===== config.mk =====
export PLATFORM = sky130hd
export DESIGN_NAME = ifetch_queue
export DESIGN_NICKNAME = d
export VERILOG_FILES = /design/src/rtl/ifetch_queue.sv
export SDC_FILE = /design/constraint.sdc
export NUM_CORES = 1
export LEC_CHECK = 0
export ABC_CLOCK_PERIOD_IN_PS = 7200
export BUFFER_PORTS_ARGS = -buffer_cell sky130_fd_sc_hd__clkbuf_2
export CAP_MARGIN = 20
export CORE_MARGIN = 2
export CORE_UTILIZATION = 45
export DETAILED_ROUTE_END_ITERATION = 12
export GPL_TIMING_DRIVEN = 0
export SLEW_MARGIN = 25
export SYNTH_ARGS = -nofsm -noshare
export SYNTH_HDL_FRONTEND = slang
export SYNTH_SLANG_ARGS = --single-unit

===== constraint.sdc =====
create_clock -name clk -period 7.2 [get_ports clk]
set_input_delay 0.36 -clock clk [delete_from_list [all_inputs] [get_ports clk]]
set_output_delay 0.36 -clock clk [all_outputs]
set_load 0.01 [all_outputs]

===== src/rtl/ifetch_queue.sv =====
// ifetch_queue: instruction fetch queue sitting between an in-order
// instruction memory port and the decode stage.
//
// Ports
//   clk, reset       clock, asynchronous active-low reset
//   Redirect         flush queue and restart fetch at RedirectPC
//   RedirectPC       restart address, bits [1:0] ignored
//   StallF           consumer is not taking the head entry this cycle
//   ValidF           head entry valid
//   InstrF/PCF       head instruction and its address
//   PCPlus4F         PCF + 4 (mod 2^32)
//   ImemReq/ImemAddr fetch request, held stable until ImemGnt
//   ImemGnt          request accepted this cycle
//   ImemRvalid/Rdata in-order response from the memory
//
// Build option
//   IFETCH_QUEUE_BYPASS_EN  a live response into an empty queue drives the
//                           head outputs in the same cycle, and is consumed
//                           without being stored when StallF=0.
module ifetch_queue #(
  parameter int unsigned DEPTH    = 4,
  parameter logic [31:0] RESET_PC = 32'h0000_0000
) (
  input  logic        clk,
  input  logic        reset,
  input  logic        Redirect,
  input  logic [31:0] RedirectPC,
  input  logic        StallF,
  output logic        ValidF,
  output logic [31:0] InstrF,
  output logic [31:0] PCF,
  output logic [31:0] PCPlus4F,
  output logic        ImemReq,
  output logic [31:0] ImemAddr,
  input  logic        ImemGnt,
  input  logic        ImemRvalid,
  input  logic [31:0] ImemRdata
);

  localparam int unsigned AW = (DEPTH > 1) ? $clog2(DEPTH) : 1;
  localparam int unsigned CW = AW + 1;
  localparam int unsigned SW = CW + 2;
  localparam logic [31:0] NOP = 32'h0000_0013;

  logic          started_q,  started_d;
  logic [31:0]   fetch_pc_q, fetch_pc_d;
  logic [31:0]   resp_pc_q,  resp_pc_d;
  logic [AW-1:0] rd_ptr_q,   rd_ptr_d;
  logic [AW-1:0] wr_ptr_q,   wr_ptr_d;
  logic [CW-1:0] count_q,    count_d;
  logic [CW-1:0] out_q,      out_d;
  logic [CW-1:0] drop_q,     drop_d;
  logic [31:0]   instr_mem_q [DEPTH];
  logic [31:0]   instr_mem_d [DEPTH];
  logic [31:0]   pc_mem_q    [DEPTH];
  logic [31:0]   pc_mem_d    [DEPTH];

  logic [SW-1:0] total;
  logic          grant, resp_drop, resp_take, q_empty;
  logic          byp_valid, pop, pop_q, byp_consumed, push;
  logic [31:0]   redirect_pc;
  logic          unused_rpc_bits;

  assign redirect_pc     = {RedirectPC[31:2], 2'b00};
  assign unused_rpc_bits = ^RedirectPC[1:0];

  always_comb begin
    // Drops still count against capacity: their responses are yet to arrive.
    total     = SW'(count_q) + SW'(out_q) + SW'(drop_q);
    ImemReq   = started_q && (total < SW'(DEPTH));
    ImemAddr  = fetch_pc_q;
    grant     = ImemReq && ImemGnt;
    // Responses retire drops first; they belong to the oldest requests.
    resp_drop = ImemRvalid && (drop_q != '0);
    resp_take = ImemRvalid && (drop_q == '0) && (out_q != '0);
    q_empty   = (count_q == '0);

`ifdef IFETCH_QUEUE_BYPASS_EN
    byp_valid = resp_take && q_empty && !Redirect;
`else
    byp_valid = 1'b0;
`endif

    ValidF = !q_empty || byp_valid;
    if (!q_empty) begin
      InstrF = instr_mem_q[rd_ptr_q];
      PCF    = pc_mem_q[rd_ptr_q];
    end else begin
      InstrF = byp_valid ? ImemRdata : NOP;
      PCF    = resp_pc_q;
    end
    PCPlus4F = PCF + 32'd4;

    pop          = ValidF && !StallF && !Redirect;
    pop_q        = pop && !q_empty;
    byp_consumed = pop && q_empty;
    push         = resp_take && !Redirect && !byp_consumed;

    started_d   = 1'b1;
    instr_mem_d = instr_mem_q;
    pc_mem_d    = pc_mem_q;
    rd_ptr_d    = rd_ptr_q + AW'(pop_q);
    wr_ptr_d    = wr_ptr_q + AW'(push);
    count_d     = count_q + CW'(push) - CW'(pop_q);
    fetch_pc_d  = grant ? (fetch_pc_q + 32'd4) : fetch_pc_q;
    resp_pc_d   = resp_take ? (resp_pc_q + 32'd4) : resp_pc_q;
    out_d       = out_q + CW'(grant) - CW'(resp_take);
    drop_d      = drop_q - CW'(resp_drop);

    if (push) begin
      instr_mem_d[wr_ptr_q] = ImemRdata;
      pc_mem_d[wr_ptr_q]    = resp_pc_q;
    end

    // Everything in flight, including this cycle's grant and minus this
    // cycle's response, becomes a drop.
    if (Redirect) begin
      rd_ptr_d   = '0;
      wr_ptr_d   = '0;
      count_d    = '0;
      out_d      = '0;
      drop_d     = drop_q + out_q + CW'(grant) - CW'(resp_drop) - CW'(resp_take);
      fetch_pc_d = redirect_pc;
      resp_pc_d  = redirect_pc;
    end
  end

  always_ff @(posedge clk or negedge reset) begin
    if (!reset) begin
      started_q  <= 1'b0;
      fetch_pc_q <= RESET_PC;
      resp_pc_q  <= RESET_PC;
      rd_ptr_q   <= '0;
      wr_ptr_q   <= '0;
      count_q    <= '0;
      out_q      <= '0;
      drop_q     <= '0;
      for (int unsigned i = 0; i < DEPTH; i++) begin
        instr_mem_q[i] <= '0;
        pc_mem_q[i]    <= '0;
      end
    end else begin
      started_q   <= started_d;
      fetch_pc_q  <= fetch_pc_d;
      resp_pc_q   <= resp_pc_d;
      rd_ptr_q    <= rd_ptr_d;
      wr_ptr_q    <= wr_ptr_d;
      count_q     <= count_d;
      out_q       <= out_d;
      drop_q      <= drop_d;
      instr_mem_q <= instr_mem_d;
      pc_mem_q    <= pc_mem_d;
    end
  end

endmodule


==> summary.txt <==
Run status
  – Run status: finished, final reports clean

Die
  – Site Rows: 70
  – Initial Utilization: 45.36%
  – Count of boundary I/O pins: 200
  – Placeable Area: 36350 µm²
  – Die span in y: 195.4 µm
  – Die footprint: 38190 µm²
  – Die X-Extent: 195.4 µm

Timing
  – Final worst path period need: 5.406 ns
  – Post-route worst hold slack: 0.09094 ns
  – Number of failing setup endpoints in the final timing report: 0
  – Highest clock rate: 185.0 MHz
  – Slew @ Worst Pin: 0.8713 ns
  – Setup repair after global routing missed its margin: no
  – Final Skew: 0.01733 ns
  – Slew Limit Fails: 0
  – Sum Neg Setup Slack: 0 ns
  – Remaining max-slew budget at the tightest pin: 41.91%
  – Tcrit/Tclk final: 75.08%
  – Count of endpoints failing hold in the final timing report: 0

Route
  – Overall via count from detail_route: 10.73k
  – ANT nets after route: 0
  – Initial detailed-routing violation count: 461
  – DR WL/cell: 19.92 µm
  – Total detailed-routing wirelength: 39.68 mm
  – Vias per inst: 5.387
  – DRC violation count after routing: 0
  – Pre-antenna DRT Iters: 5

Global route
  – Total routing resource utilization after global routing: 21.15%
  – Number of global-route vias before repair: 11.06k
  – Largest net degree at the start of global routing: 72
  – Grt total ovfl: 0
  – Antenna violations before repair: 0
  – Global-route wire length before repair: 63.05 mm

Worst setup path
  – Total buffers and inverters traversed by the critical path: 6
  – WS Path Type: flop to output pin
  – Master of the slowest instance on the critical path: clkbuf_1
  – List of cells traversed by the critical path: nor3_4 > inv_4 > buf_4 > clkbuf_1 > clkbuf_1 > mux2i_1 > inv_1 > ha_1 > nand3_1 > o22ai_1 > nand3_2 > nor4_1 > xnor2_1 > clkbuf_2
  – CP delay by family, top: buffers and inverters
  – Highest cell delay on the worst timing path: 0.72 ns
  – Peak fanout along the critical path: 10
  – CP most frequent cell: clkbuf_1
  – Critical path data arrival time: 5.05 ns
  – Sort of element at the end of the critical path: output pin
  – Required time reported for the critical path endpoint: 6.84 ns
  – Critical Path Start Type: flop

Clock network
  – CTS Sinks: 322
  – Clk Tree Root Cell: clkbuf_16
  – Setup Buffers After CTS: 0
  – Clock transition at the registers of the reported paths: 0.06 ns
  – Maximum buffer depth of the clock tree: 3
  – TritonCTS Buffers: 38
  – Clock latency at the later pin of the worst-skew pair: 0.52 ns
  – Maximum level of the CTS H-tree: 2
  – CTS tree: built

Place
  – Final RePlAce weighted congestion: 0.8316
  – Detailed placement HPWL: 28.61 mm
  – Count of input and output buffers: 190
  – Post-Place Cells: 1931

Final layout
  – Post-route insts no fill: 1992
  – Synthesis-to-finish area growth: 17.39%
  – Total number of nets in the final design: 1597
  – N_diodes: 0
  – Layout cells sized above 1: 42.39%

Yosys
  – Dominant combinational cell family by area after synthesis: multiplexers
  – Fraction of the mapped netlist area in compound gates: 1.912%
  – Post-synthesis xor/xnor area fraction: 4.781%
  – Multiplexer area fraction after synthesis: 29.24%
  – Adder and majority cell fraction of the synthesized area: 2.155%
  – Yosys warning total: 0
  – Main area contributors after synthesis: dfrtp_1 (49%), mux2_2 (19%), mux4_2 (7.4%)
  – Flop and latch count out of synthesis: 322
  – Cell taking the most area after synthesis: dfrtp_1
  – Post-synth top area share: 48.87%
  – Synth Area per Inst: 13.04 µm²
  – Number of cells produced by synthesis: 1264
  – Count of cell types in the netlist: 60
  – Synthesized-area fraction occupied by and/or/nand/nor cells: 9.076%
  – Synth Cell Area: 16490 µm²
  – Sequential fraction of the synthesis area: 48.87%

Pwr
  – Total power per unit cell area: 295.9 nW/µm²
  – Worst IR Drop VDD: 0.0001748 V
  – Cell leakage power: 0.009416 µW

Min path
  – Type of the worst min-delay path: primary input to flop

Job
  – Max Cap Violations: 0
[Yosys cell counts, drive strengths merged]
master / n
or3: 2
or2: 5
nand2b: 2
nor2: 37
conb: 2
inv: 38
fa: 9
mux2i: 14
o31ai: 1
and4: 4
nand4b: 1
xor2: 30
nand2: 87
mux2: 289
o22ai: 2
a21o: 1
o21ai: 6
clkbuf: 45
a221oi: 1
nor4: 3
mux4: 62
nand4: 19
nand3b: 1
ha: 14
and3: 14
o21a: 2
a22oi: 1
nand3: 49
o22a: 1
a21oi: 27
dfrtp: 322
a41oi: 1
nor3: 16
nand4bb: 1
a31oi: 4
buf: 49
and2: 31
nor2b: 7
xnor2: 60
nor3b: 4
[power by group]
group          switching (µW)  total, µW  internal [µW]
registers                 105       2060           1960
logic                    1080       1820            738
clock network             729       1840           1110
total                    1920       5730           3810
[per-stage QoR]
| step | instance area, µm² | power, µW | setup slack [ns] | utilization [%] |
|---|---|---|---|---|
| 5_1_grt | 19350 | 6050 | 1.484 | 53.25 |
| 6_report | 19350 | 5726 | 1.794 | 53.25 |
| 3_3_place_gp | 18040 | 3912 | -1.488 | 49.64 |
| 3_5_place_dp | 18160 | 3938 | 2.292 | 49.97 |
| 4_1_cts | 19350 | 5801 | 1.738 | 53.25 |
| 2_1_floorplan | 16510 | 3228 | 3.671 | - |
[metal layers]
metal	track usage (%)	part of all wire (%)	up-vias
li1	-	-	4937
met1	30.02	47	5510
met4	4.976	1.9	0
met2	34.33	47	235
met3	3.333	4.7	49
met5	0	0	-
[registers in the layout, summed over array words and instances (netlist names)]
name / count
started_q: 1
rd_ptr_q: 2
pc_mem_q: 120
count_q: 3
instr_mem_q: 128
resp_pc_q: 30
out_q: 3
wr_ptr_q: 2
drop_q: 3
ImemAddr: 30
[final timing paths]
check	from	end	slack (ns)	cells past startpoint
min in group asynchronous	reset	drop_q[2]	0.40	2
max in group asynchronous	reset	instr_mem_q[35]	5.29	5
hold reg to reg	pc_mem_q[30]	pc_mem_q[30]	0.48	2
hold / removal	RedirectPC[6]	resp_pc_q[6]	0.09	2
setup reg to reg	count_q[2]	count_q[2]	3.39	11
setup / recovery	count_q[1]	PCPlus4F[30]	1.79	14
[placed cells by master (no fill, tap or decap), types with 18 or more instances in the layout]
| cell | Yosys | routed |
|---|---|---|
| nor2_1 | 36 | 36 |
| buf_2 | 27 | 27 |
| clkbuf_1 | 45 | 53 |
| dfrtp_1 | 322 | 322 |
| xnor2_1 | 60 | 60 |
| inv_1 | 34 | 34 |
| xor2_1 | 30 | 30 |
| nand3_1 | 45 | 45 |
| nand2_1 | 87 | 87 |
| clkbuf_16 | 0 | 39 |
| mux2_2 | 276 | 276 |
| and2_1 | 31 | 31 |
| nand4_1 | 18 | 18 |
| clkbuf_2 | 0 | 189 |
| a21oi_1 | 27 | 27 |
| mux4_2 | 54 | 54 |
[final cells by class]
cell class	instances	area, µm²
multi-input combinational	815	7802
clock inverter	4	52.55
fill	3171	16990
inverter	38	145.1
tap	468	585.6
clock buffer	56	1130
buffer	94	500.5
timing repair buffer	195	1080
sequential	322	8058
[cells by family after synthesis]
logic type	count (synthesis)
xor+xnor	90
fa+ha+maj	23
mux	365
buf+inv	132
compound gates	47
simple gates	283
flops	322
other cells	2
[repair_timing]
item / in CTS / in global routing
endpoints found under the hold margin: 64 / 0
gates resized for setup: 0 / 0
hold buffers: 1 / 0
(Power assumes the default switching activity.)
